===== src/rtl/cue_shot_controller.sv =====
// Cue-ball shot generator.
// Waits for the ball to settle, lets the player steer a 16-step aim and charge
// power on frame ticks, then emits one velocity impulse qualified by shotValid.
module cue_shot_controller #(
  parameter int AIM_RATE     = 4,
  parameter int STOP_FRAMES  = 8,
  parameter int MOVE_TIMEOUT = 16,
  parameter int MAX_POWER    = 63
) (
  input  logic               clk,
  input  logic               resetN,
  input  logic               startOfFrame,
  input  logic               keyLeft,
  input  logic               keyRight,
  input  logic               keyShoot,
  input  logic signed [10:0] ballVelocityX,
  input  logic signed [10:0] ballVelocityY,
  output logic signed [10:0] velocityX,
  output logic signed [10:0] velocityY,
  output logic               shotValid,
  output logic signed [7:0]  aimDirX,
  output logic signed [7:0]  aimDirY,
  output logic [5:0]         power,
  output logic               aiming
);

  localparam int DATA_W = 11;
  localparam int COEF_W = 8;
  localparam int PWR_W  = 6;
  localparam int PROD_W = 14;
  localparam int CNT_W  = 16;

  localparam logic [CNT_W-1:0] STOP_LAST = CNT_W'(STOP_FRAMES - 1);
  localparam logic [CNT_W-1:0] AIM_LAST  = CNT_W'(AIM_RATE - 1);
  localparam logic [CNT_W-1:0] MOVE_LAST = CNT_W'(MOVE_TIMEOUT - 1);
  localparam logic [PWR_W-1:0] PWR_MAX   = PWR_W'(MAX_POWER);

  typedef enum logic [2:0] {
    WAIT_STOP,
    AIM,
    CHARGE,
    FIRE,
    WAIT_MOVE
  } state_t;

  // Cosine scaled by 64; the upper half of the circle mirrors the lower half.
  function automatic logic signed [COEF_W-1:0] cos_lut(input logic [3:0] a);
    logic [3:0] m;
    m = (a > 4'd8) ? (4'd0 - a) : a;
    case (m)
      4'd0:    cos_lut = 8'sd64;
      4'd1:    cos_lut = 8'sd59;
      4'd2:    cos_lut = 8'sd45;
      4'd3:    cos_lut = 8'sd24;
      4'd4:    cos_lut = 8'sd0;
      4'd5:    cos_lut = -8'sd24;
      4'd6:    cos_lut = -8'sd45;
      4'd7:    cos_lut = -8'sd59;
      default: cos_lut = -8'sd64;
    endcase
  endfunction

  // Direction times power divided by 32, flooring toward minus infinity.
  function automatic logic signed [DATA_W-1:0] scale_shot(
    input logic signed [COEF_W-1:0] dir,
    input logic [PWR_W-1:0]         pwr
  );
    logic signed [PROD_W-1:0] dir_w;
    logic signed [PROD_W-1:0] pwr_w;
    logic signed [PROD_W-1:0] prod;
    dir_w = {{(PROD_W-COEF_W){dir[COEF_W-1]}}, dir};
    pwr_w = {{(PROD_W-PWR_W){1'b0}}, pwr};
    prod  = dir_w * pwr_w;
    prod  = prod >>> 5;
    scale_shot = prod[DATA_W-1:0];
  endfunction

  // Power charge step that sticks at the ceiling.
  function automatic logic [PWR_W-1:0] sat_inc_power(input logic [PWR_W-1:0] pwr);
    sat_inc_power = (pwr >= PWR_MAX) ? PWR_MAX : pwr + PWR_W'(1);
  endfunction

  state_t             state, state_next;
  logic [CNT_W-1:0]   stop_cnt, stop_cnt_next;
  logic [CNT_W-1:0]   aim_cnt, aim_cnt_next;
  logic [CNT_W-1:0]   move_cnt, move_cnt_next;
  logic [3:0]         angle, angle_next;
  logic [PWR_W-1:0]   power_next;
  logic               latch_shot;
  logic               ball_still;
  logic signed [DATA_W-1:0] vel_x_p1;
  logic signed [DATA_W-1:0] vel_y_p1;

  assign ball_still = (ballVelocityX == '0) && (ballVelocityY == '0);

  // Next-state, counter, angle and power decisions; all keyed on the frame tick.
  always_comb begin
    state_next    = state;
    stop_cnt_next = stop_cnt;
    aim_cnt_next  = aim_cnt;
    move_cnt_next = move_cnt;
    angle_next    = angle;
    power_next    = power;
    latch_shot    = 1'b0;
    unique case (state)
      WAIT_STOP: begin
        if (startOfFrame) begin
          if (!ball_still) begin
            stop_cnt_next = '0;
          end else if (stop_cnt == STOP_LAST) begin
            stop_cnt_next = '0;
            state_next    = AIM;
          end else begin
            stop_cnt_next = stop_cnt + CNT_W'(1);
          end
        end
      end
      AIM: begin
        if (startOfFrame) begin
          if (keyShoot) begin
            state_next   = CHARGE;
            power_next   = '0;
            aim_cnt_next = '0;
          end else if (keyLeft ^ keyRight) begin
            if (aim_cnt == AIM_LAST) begin
              aim_cnt_next = '0;
              angle_next   = keyRight ? angle + 4'd1 : angle - 4'd1;
            end else begin
              aim_cnt_next = aim_cnt + CNT_W'(1);
            end
          end else begin
            aim_cnt_next = '0;
          end
        end
      end
      CHARGE: begin
        if (startOfFrame) begin
          if (keyShoot) begin
            power_next = sat_inc_power(power);
          end else if (power != '0) begin
            state_next = FIRE;
            latch_shot = 1'b1;
          end else begin
            state_next = AIM;
          end
        end
      end
      FIRE: begin
        state_next = WAIT_MOVE;
        power_next = '0;
      end
      WAIT_MOVE: begin
        if (startOfFrame) begin
          if (!ball_still || (move_cnt == MOVE_LAST)) begin
            move_cnt_next = '0;
            state_next    = WAIT_STOP;
          end else begin
            move_cnt_next = move_cnt + CNT_W'(1);
          end
        end
      end
      default: state_next = WAIT_STOP;
    endcase
  end

  // Control registers, including the registered aim direction that trails the angle by one clock.
  always_ff @(posedge clk) begin
    if (!resetN) begin
      state    <= WAIT_STOP;
      stop_cnt <= '0;
      aim_cnt  <= '0;
      move_cnt <= '0;
      angle    <= '0;
      power    <= '0;
      aimDirX  <= 8'sd64;
      aimDirY  <= 8'sd0;
    end else begin
      state    <= state_next;
      stop_cnt <= stop_cnt_next;
      aim_cnt  <= aim_cnt_next;
      move_cnt <= move_cnt_next;
      angle    <= angle_next;
      power    <= power_next;
      aimDirX  <= cos_lut(angle);
      aimDirY  <= cos_lut(angle - 4'd4);
    end
  end

  // Stage p1: shot product captured on the release frame, presented during FIRE.
  always_ff @(posedge clk) begin
    if (latch_shot) begin
      vel_x_p1 <= scale_shot(aimDirX, power);
      vel_y_p1 <= scale_shot(aimDirY, power);
    end
  end

  assign shotValid = (state == FIRE);
  assign velocityX = shotValid ? vel_x_p1 : '0;
  assign velocityY = shotValid ? vel_y_p1 : '0;
  assign aiming    = (state == AIM) || (state == CHARGE);

endmodule


===== config.mk =====
export PLATFORM = sky130hd
export DESIGN_NAME = cue_shot_controller
export DESIGN_NICKNAME = d
export VERILOG_FILES = /design/src/rtl/cue_shot_controller.sv
export SDC_FILE = /design/constraint.sdc
export NUM_CORES = 1
export LEC_CHECK = 0
export ABC_AREA = 1
export BUFFER_PORTS_ARGS = -buffer_cell sky130_fd_sc_hd__buf_2
export CAP_MARGIN = 40
export CORE_MARGIN = 3
export CORE_UTILIZATION = 41
export CTS_BUF_LIST = sky130_fd_sc_hd__clkbuf_8
export CTS_CLUSTER_SIZE = 12
export DETAILED_ROUTE_END_ITERATION = 8
export SLEW_MARGIN = 10
export SYNTH_ARGS = -nofsm -noshare
export SYNTH_HDL_FRONTEND = slang
export SYNTH_SLANG_ARGS = --single-unit

===== constraint.sdc =====
create_clock -name clk -period 6.32 [get_ports clk]
set_input_delay 0.632 -clock clk [delete_from_list [all_inputs] [get_ports clk]]
set_output_delay 0.632 -clock clk [all_outputs]
set_load 0.005 [all_outputs]

==> run metrics <==
final setup violation count=0; antenna violations before repair=0; largest net degree at the start of global routing=23; Mean Syn Cell Area=7.12 sq um; Power Total=1090 uW; core box area=20600 sq um; Skew-Pair Late Insertion Delay=0.40 ns; most frequent cells in the layout=275 x inv_1, 271 x nand2_1, 141 x nor2_1, 77 x dfxtp_1, 73 x buf_2; row cnt=52; syn nets=1384; Hold Path End=aim_cnt[10]$_SDFFE_PN0P_; via count=7339; number of max-cap violations=0; Tot GR Track Use=16.1%; Setup Skew=0.0171 ns; Most used DFF post-synth=dfxtp_1; # diodes=0; area of placed instances=9350 sq um; pre-CTS setup slack=1.67 ns; Post-CTS Hold Fix Bufs=0; post-CTS sizing=0; startpoint types=register; WL final=18.4 mm; Cells after Synth=1230; Port Buffers=73; hold path startpoint=aim_cnt[10]$_SDFFE_PN0P_; number of synthesized flops with an enable pin=18; DRT iter0 DRCs=368; Worst Path Arrival=4.80 ns; setup slack after layout=1.68 ns; Tcrit/Tclk final=73.4%; Sw Share=24.9%; Multi-input gate area=5460 sq um; Worst R2R Start=power[2]$_SDFFE_PN0P_; Clock Path Buffers=2; flops & latches, synth=95; gr ovfl total=0; number of setup buffers added after CTS=0; Ys Warns=0; Nets=1446; R2R Setup Slk=1.68 ns; share of post-route cells with drive strength above 1=10.7%; Crit Reg-Reg Endpoint=vel_x_p1[8]$_DFFE_PP_; CTS tree=done; Root Buffer=clkbuf_8; required time of the critical path=6.48 ns; Die ar.=23100 sq um; fin. max-slew vios=0; post-DP HPWL=14.6 mm; Vias/cell=4.68; post-synthesis sequential area ratio=23.8%; Worst-Margin Slew=0.779 ns; first-pass GRT wire length=31.8 mm; leakage power=0.00517 uW; chip width=152 um; Seq pwr share=56.3%; setup TNS=0 ns; routed len/inst=11.7 um; Placed Instances=1551; fin crit period=4.64 ns; area grow syn2layout=9.28%; min-delay worst type=reg -> reg; VDD IR-drop max=0.0969 mV; pwr dens=114 nW/um^2; CTS clk-pin slew, worst paths=0.10 ns; Switch Pwr=272 uW; CP Max Fanout=22; Die Span Y=152 um; P_int=819 uW; RSZ-0062 raised after global routing=false; total clock buffers created by CTS=9; CTS Sinks=95; antenna viol nets, final=0; post-synthesis async set-or-reset flop share=0%; crit path kind=reg -> reg; vias in the first global route=6773; Reg2Reg Depth=18; FILL cells=2122; hold depth=2; CTS H-tree lvls=3; Layout Cells excl Fill=1567; DRC=0; fmax=216 MHz; Slew headroom=48.0%; drt first pass iters=5; Starting Density=42.4%; synthesized area=8750 sq um; I/O Pins=74; most common cell after layout, fill and taps aside=inv_1; Critical Path Sink Type=register; Gate power share=3.2%; synth unique cells=53; Placer Congestion=0.877; status=complete, no violations; Reg area=2080 sq um; Final Cell Area=9570 sq um; endpoints failing hold=0; Clock power frac=40.5%
## final cells by class
cell class / instances / share of cell area, %
tap: 270 / 3.53
timing repair buffer: 77 / 4.13
sequential: 95 / 21.8
multi-input combinational: 823 / 57.1
inverter: 286 / 11.3
clock inverter: 7 / 0.929
clock buffer: 9 / 1.29
## how the worst max path moves through the flow
stage | start | end | slack, ns | cells after the start
floorplan | power[2]$_SDFFE_PN0P_ | vel_y_p1[8]$_DFFE_PP_ | 1.85 | 18
global placement | power[2]$_SDFFE_PN0P_ | vel_x_p1[8]$_DFFE_PP_ | 1.78 | 18
detailed placement | power[2]$_SDFFE_PN0P_ | vel_x_p1[8]$_DFFE_PP_ | 1.67 | 18
CTS | power[2]$_SDFFE_PN0P_ | vel_x_p1[8]$_DFFE_PP_ | 1.66 | 18
global route | power[1]$_SDFFE_PN0P_ | vel_y_p1[8]$_DFFE_PP_ | 1.36 | 16
finish | power[2]$_SDFFE_PN0P_ | vel_x_p1[8]$_DFFE_PP_ | 1.68 | 18
## synthesized netlist by cell type, drive strengths merged, types with 2 or more instances
| cell type | number | area (sq um) |
|---|---|---|
| a31oi | 4 | 25.0 |
| a211oi | 6 | 45.0 |
| nor2 | 151 | 634 |
| nor3 | 34 | 198 |
| nand3b | 2 | 15.0 |
| o31ai | 4 | 30.0 |
| nand3 | 47 | 255 |
| edfxtp | 18 | 541 |
| a21o | 3 | 22.5 |
| ha | 61 | 763 |
| clkinv | 2 | 8.75 |
| o21bai | 4 | 30.0 |
| or2 | 5 | 31.3 |
| xor2 | 28 | 245 |
| o2111ai | 2 | 17.5 |
| a21oi | 53 | 265 |
| xnor2 | 12 | 105 |
| nand2 | 282 | 1100 |
| buf | 15 | 97.6 |
| nor4 | 4 | 40.0 |
| nand4 | 19 | 125 |
| clkbuf | 11 | 41.3 |
| o211ai | 2 | 15.0 |
| dfxtp | 77 | 1540 |
| fa | 65 | 1300 |
| o21ai | 28 | 144 |
| inv | 284 | 1070 |
## state kept, by name, indices dropped and copies added, names as in the netlist
name and cells:
state 3, angle 4, move_cnt 16, aimDirY 8, power 6, vel_x_p1 9, aim_cnt 16, aimDirX 8
vel_y_p1 9, stop_cnt 16
## through the flow
| stage | util, % | hold WS (ns) |
|---|---|---|
| 4_1_cts | 46.4 | 0.489 |
| 3_3_place_gp | 45.4 | 0.463 |
| 6_report | 46.4 | 0.487 |
| 3_5_place_dp | 45.4 | 0.471 |
| 5_1_grt | 46.4 | 0.512 |
| 2_1_floorplan | - | 0.441 |
## layer usage
layer,track usage (%),routed length [um],vias up
met3,2.67,522,14
met4,4.15,236,0
met5,0,0,-
li1,-,-,3872
met2,26.3,8500,114
met1,22.4,9140,3339
## critical path: stages (launching register included)
cell,delay (ns)
dfxtp_1,0.58
nand2_1,0.23
inv_1,0.08
fa_1,0.54
inv_1,0.12
fa_1,0.55
inv_1,0.05
fa_1,0.52
inv_1,0.06
fa_1,0.51
inv_1,0.04
ha_1,0.35
a21oi_1,0.22
nor2_1,0.06
o21ai_0,0.14
o211ai_1,0.11
nand2b_1,0.15
nand2_1,0.05
nand2_1,0.05
## power groups by stage
| stage | combinational, uW | clock [uW] | sequential [uW] |
|---|---|---|---|
| finish | 34.6 | 442 | 615 |
| global route | 39.2 | 481 | 615 |
| CTS | 35.1 | 462 | 615 |
| detailed placement | 35.1 | 0 | 628 |
| global placement | 34.3 | 0 | 628 |
| floorplan | 20.8 | 0 | 628 |
## logic make-up (layout without fill, tap and decap cells)
family,count (synthesis),count (layout),share of synthesized area (%)
xor+xnor,40,40,4.00
flops,95,95,23.8
fa+ha+maj,126,126,23.6
compound gates,108,108,6.99
buf+inv,312,379,13.9
simple gates,549,549,27.7
(Power assumes the default switching activity.)
